===== config.mk =====
export PLATFORM = sky130hd
export DESIGN_NAME = cmp_stream_tracker
export DESIGN_NICKNAME = d
export VERILOG_FILES = /design/src/rtl/cmp_stream_tracker.sv
export SDC_FILE = /design/constraint.sdc
export NUM_CORES = 1
export LEC_CHECK = 0
export ABC_AREA = 1
export BUFFER_PORTS_ARGS = -buffer_cell sky130_fd_sc_hd__buf_4
export CORE_UTILIZATION = 46
export DETAILED_ROUTE_END_ITERATION = 7
export PLACE_DENSITY = 0.75
export SYNTH_ARGS = -nofsm -noshare
export SYNTH_HDL_FRONTEND = slang
export SYNTH_SLANG_ARGS = --single-unit

===== constraint.sdc =====
create_clock -name clk -period 1.23 [get_ports clk]
set_input_delay 0.246 -clock clk [delete_from_list [all_inputs] [get_ports clk]]
set_output_delay 0.246 -clock clk [all_outputs]
set_load 0.005 [all_outputs]

===== src/rtl/cmp_stream_tracker.sv =====
// cmp_stream_tracker: consumes a frame of COUNT unsigned samples over a
// valid/ready handshake and tracks the frame maximum, minimum and the number
// of samples that tied the running maximum, plus the G/L/E flags of the most
// recent compare against the running maximum.
// Optional feature macro: TRACK_MIN_EN (when undefined, min_val is tied to 0).
module cmp_stream_tracker #(
   parameter int WIDTH = 4,
   parameter int COUNT = 8,
   localparam int CW   = $clog2(COUNT + 1)
) (
   input  logic             clk,
   input  logic             rst_n,
   input  logic             start,
   input  logic             in_valid,
   output logic             in_ready,
   input  logic [WIDTH-1:0] in_data,
   output logic [WIDTH-1:0] max_val,
   output logic [WIDTH-1:0] min_val,
   output logic [CW-1:0]    eq_cnt,
   output logic             last_g,
   output logic             last_l,
   output logic             last_e,
   output logic             busy,
   output logic             done
);

   typedef enum logic [1:0] {IDLE, RUN, DONE} state_t;

   state_t        state;
   state_t        state_next;
   logic [CW-1:0] cnt;
   logic          accept;
   logic          first;
   logic          last;
   logic          clear;

   assign accept = in_valid & in_ready;
   assign first  = (cnt == '0);
   assign last   = (cnt == CW'(COUNT - 1));
   assign clear  = (state == IDLE) & start;

   // State register; reset abandons any partial frame.
   always_ff @(posedge clk or negedge rst_n) begin
      if (!rst_n) begin
         state <= IDLE;
      end else begin
         state <= state_next;
      end
   end

   // Next-state logic and state-decoded handshake/status outputs.
   always_comb begin
      state_next = state;
      in_ready   = 1'b0;
      busy       = 1'b0;
      done       = 1'b0;
      case (state)
         IDLE: begin
            if (start) state_next = RUN;
         end
         RUN: begin
            in_ready = 1'b1;
            busy     = 1'b1;
            if (accept && last) state_next = DONE;
         end
         DONE: begin
            done       = 1'b1;
            state_next = IDLE;
         end
         default: state_next = IDLE;
      endcase
   end

   // Sample counter, running max, tie counter and compare flags.
   always_ff @(posedge clk or negedge rst_n) begin
      if (!rst_n) begin
         cnt     <= '0;
         max_val <= '0;
         eq_cnt  <= '0;
         last_g  <= 1'b0;
         last_l  <= 1'b0;
         last_e  <= 1'b0;
      end else if (clear) begin
         cnt     <= '0;
         max_val <= '0;
         eq_cnt  <= '0;
         last_g  <= 1'b0;
         last_l  <= 1'b0;
         last_e  <= 1'b0;
      end else if (accept) begin
         cnt <= cnt + CW'(1);
         if (first) begin
            // First sample seeds the running max; no compare is reported.
            max_val <= in_data;
            last_g  <= 1'b0;
            last_l  <= 1'b0;
            last_e  <= 1'b0;
         end else begin
            last_g <= (in_data > max_val);
            last_l <= (in_data < max_val);
            last_e <= (in_data == max_val);
            if (in_data > max_val) max_val <= in_data;
            if (in_data == max_val) eq_cnt <= eq_cnt + CW'(1);
         end
      end
   end

`ifdef TRACK_MIN_EN
   logic [WIDTH-1:0] min_q;

   // Running minimum, seeded by the first sample of the frame.
   always_ff @(posedge clk or negedge rst_n) begin
      if (!rst_n) begin
         min_q <= '0;
      end else if (clear) begin
         min_q <= '0;
      end else if (accept) begin
         if (first || (in_data < min_q)) min_q <= in_data;
      end
   end

   assign min_val = min_q;
`else
   assign min_val = '0;
`endif

endmodule


==> run_results.csv <==
group,metric,value,unit
run_status,status,"complete, but fails checks",
run_status,failed_checks,"negative setup slack",
setup_path,cp-end-kind,"register",
timing,report.final.setup_viol,15,
detailed_routing,antenna_violating_nets_left,0,
synth,post_synth_most_frequent_cells,"31 x sky130_fd_sc_hd__nand2_1, 17 x sky130_fd_sc_hd__dfrtp_1, 14 x sky130_fd_sc_hd__inv_1",
synth,synth_top_area_cell,"sky130_fd_sc_hd__dfrtp_1",
setup_path,worst-endpoint-arrival,1.63,ns
die,die_area,0.00231,mm²
global_route,grt_pass1_vias,762,
detailed_routing,drt_iter0_markers,11,
setup_path,critical_path.max_fanout,5,
cells_and_area,num_antenna_cells,0,
detailed_routing,num_vias,882,
global_route,grt_max_degree,18,
clock_network,ctsRootBufferMaster,"sky130_fd_sc_hd__clkbuf_4",
pwr,vdd_ir_drop_max,1370,µV
pwr,power.static_leakage,0.767,nW
synth,yosysUniqueCellTypes,21,
detailed_routing,wl_per_cell,11.6,µm
setup_path,worst-setup-path-type,"reg2reg",
synth,synth-edff-count,0,
timing,final.min_clock_period,1.43,ns
die,die_width,48.1,µm
global_route,gr-usage-all-layers,0.188,
cells_and_area,fillerInstances,148,
placed_design,port-buffer-count,21,
min_path,worstHoldPathType,"in2reg",
die,floorplan.io_pins,26,
die,rows,16,
synth,yosysMostFrequentCell,"sky130_fd_sc_hd__nand2_1",
detailed_routing,route.detailed.drc,0,
global_route,number_of_antenna_violations_at_the_first_check_in_global_routing,0,
placed_design,cell_area_placed,0.00121,mm²
cells_and_area,multi_input_logic_area,571,µm²
timing,fmaxAchievable,699,MHz
die,die_height,48.1,µm
setup_path,cpMaxStageDelayCell,"sky130_fd_sc_hd__dfrtp_1",
setup_path,chain_of_cells_forming_the_critical_path,"inv_1, ha_4, nand2_4, inv_2, nand2_2, nand2_2, nand2_2, nand2_4, nand2_4, nand2_1, nand2_1",
synth,avgSynthCellArea,8.49,µm²
placed_design,detailedPlacementHpwl,1430,µm
timing,fin_skew,0.00554,ns
timing,period_utilisation_layout,1.16,
global_route,grt_overflow,0,
timing,slew_violations,0,
global_route,grt_first_pass_wirelength,2940,µm
cells_and_area,area_delta_synth_final,50.9,%
synth,yosys_most_used_dff,"sky130_fd_sc_hd__dfrtp_1",
synth,synthesis.area,976,µm²
synth,synth-seq-area-share,0.436,
synth,synthDominantCellAreaShare,0.436,
clock_network,tritoncts,"done",
clock_network,cts_made_buffers,3,
cells_and_area,regArea,425,µm²
synth,postSynthCellCount,115,
detailed_routing,postRouteWirelength,2160,µm
clock_network,clock_path_buffers,2,
clock_network,cts_num_sinks,17,
timing,final_sum_of_negative_setup_slack,-1.87,ns
timing,layout_setup_ws,-0.201,ns
synth,async_reset_ff_frac,1.00,
clock_network,clock_insertion_delay_worst_skew,0.30,ns
cells_and_area,final_cell_area,0.00147,mm²
synth,ys_ff_latch,17,
clock_network,path_clk_slew,0.10,ns
setup_path,worst_setup_path_start_kind,"register",
synth,yosys_warnings,0,
cells_and_area,fraction_of_final_layout_cells_with_drive_strength_greater_than_1,0.528,
detailed_routing,avgViaCountPerCell,4.74,
timing,unrepaired_setup_endpoints_after_global_routing,"true",
synth,netlist_top_cells_area,"sky130_fd_sc_hd__dfrtp_1 44%, sky130_fd_sc_hd__nand2_1 12%, sky130_fd_sc_hd__ha_1 9.0%, sky130_fd_sc_hd__inv_1 5.4%, sky130_fd_sc_hd__nand3_1 5.1%",
setup_path,worst_path_largest_cell_delay,0.38,ns
timing,hold_ws,0.202,ns
timing,finalHoldViolCount,0,
clock_network,ctsHtreeMaxLevel,1,
pwr,power.density_cell_area,2150,mW/mm²
die,placeableCoreArea,0.00198,mm²
flow_run,drv.max_cap_violation_count,0,
detailed_routing,dr.pass1.iters,4,
cells_and_area,final_core_utilization,0.743,
die,initial_core_util,0.492,
placed_design,gpl.final_weighted_congestion,0.721,
cells_and_area,num-nets-final,175,
setup_path,required,1.43,ns
[layer usage]
layer  GRT usage  vias up  share of wire
met5           0        -              0
met4      0.0889        0          0.016
met3      0.0340        4          0.035
met2       0.351       21           0.56
met1       0.201      411           0.39
li1            -      446              -
[metrics by stage]
step	total power, mW	std cells	setup slack [ns]
3_3_place_gp	2.19	170	-0.162
2_1_floorplan	1.66	118	-0.0998
5_1_grt	3.42	186	-0.256
4_1_cts	2.72	178	-0.177
3_5_place_dp	2.24	170	-0.171
6_report	3.17	186	-0.201
[what timing repair did]
action | in CTS | in global routing
resized for setup | 12 | 29
hold endpoints to repair | 17 | 0
pin swaps | 7 | 11
hold buffers | 1 | 0
buffers inserted | 3 | 8
endpoints found under the setup margin | 13 | 19
[worst max-delay path, delay by kind of cell, from the launching register on]
family | cells | cell delay [ns]
AND/OR/NAND/NOR | 8 | 0.52
flip-flops | 1 | 0.38
adder cells (fa/ha/maj) | 1 | 0.28
buffers and inverters | 2 | 0.15
[path summary, 6_finish.rpt]
kind | from | endpoint | slack, ns | cells after the start
hold / removal | in_data[0] | max_val[0] | 0.20 | 3
setup reg to reg | max_val[2] | max_val[1] | -0.20 | 11
setup / recovery | max_val[2] | max_val[1] | -0.20 | 11
min in group asynchronous | rst_n | cnt[3] | 0.34 | 2
max in group asynchronous | rst_n | max_val[2] | 0.70 | 2
hold reg to reg | eq_cnt[0] | eq_cnt[0] | 0.54 | 1
[cell families (layout without fill, tap and decap cells)]
kind of cell / Yosys count / count (layout) / synth area share
other: 1 / 4 / 0.00384
buffers and inverters: 22 / 63 / 0.109
adders and majority gates: 7 / 7 / 0.0897
xor gates and xnor gates: 2 / 2 / 0.0180
DFF: 17 / 17 / 0.436
AOI/OAI and AO/OA: 12 / 12 / 0.0692
and+or+nand+nor: 54 / 54 / 0.274
[flip-flops by register name, indices dropped and copies added, names as in the netlist]
register and flops:
last_g 1, cnt 4, max_val 4, last_l 1, eq_cnt 4, last_e 1
state 2
[report_power, final]
| group | switching (mW) | leakage [nW] | total, mW | internal, mW |
|---|---|---|---|---|
| logic | 0.964 | 0.529 | 1.97 | 1.00 |
| registers | 0.146 | 0.220 | 0.897 | 0.751 |
| clock network | 0.184 | 0.0177 | 0.305 | 0.121 |
[cells in the final DEF (no fill, tap or decap)]
| cell | n |
|---|---|
| sky130_fd_sc_hd__inv_1 | 9 |
| sky130_fd_sc_hd__nand2_1 | 18 |
| sky130_fd_sc_hd__ha_1 | 4 |
| sky130_fd_sc_hd__nor2_1 | 2 |
| sky130_fd_sc_hd__nand2_2 | 12 |
| sky130_fd_sc_hd__inv_6 | 1 |
| sky130_fd_sc_hd__o21ai_0 | 3 |
| sky130_fd_sc_hd__clkbuf_4 | 3 |
| sky130_fd_sc_hd__o21ai_2 | 3 |
| sky130_fd_sc_hd__a21oi_1 | 2 |
| sky130_fd_sc_hd__xor2_1 | 1 |
| sky130_fd_sc_hd__buf_4 | 34 |
| sky130_fd_sc_hd__inv_2 | 6 |
| sky130_fd_sc_hd__xnor2_1 | 1 |
| sky130_fd_sc_hd__dlygate4sd3_1 | 1 |
| sky130_fd_sc_hd__nor2_2 | 2 |
| sky130_fd_sc_hd__inv_4 | 1 |
| sky130_fd_sc_hd__ha_4 | 3 |
| sky130_fd_sc_hd__nor2_4 | 4 |
| sky130_fd_sc_hd__nand3_1 | 10 |
| sky130_fd_sc_hd__a21oi_2 | 1 |
| sky130_fd_sc_hd__buf_6 | 7 |
| sky130_fd_sc_hd__conb_1 | 4 |
| sky130_fd_sc_hd__dfrtp_1 | 17 |
| sky130_fd_sc_hd__nand2_4 | 4 |
| sky130_fd_sc_hd__o21ai_1 | 3 |
| sky130_fd_sc_hd__clkinv_2 | 1 |
| sky130_fd_sc_hd__nand3_4 | 2 |
[area by class of cell]
type                       count  share of cell area
tap                           27              0.0229
sequential                    17               0.289
timing repair buffer          42               0.234
clock buffer                   3              0.0153
inverter                      17              0.0484
clock inverter                 1             0.00340
multi-input combinational     79               0.387
Power figures use the tool's default switching activity.
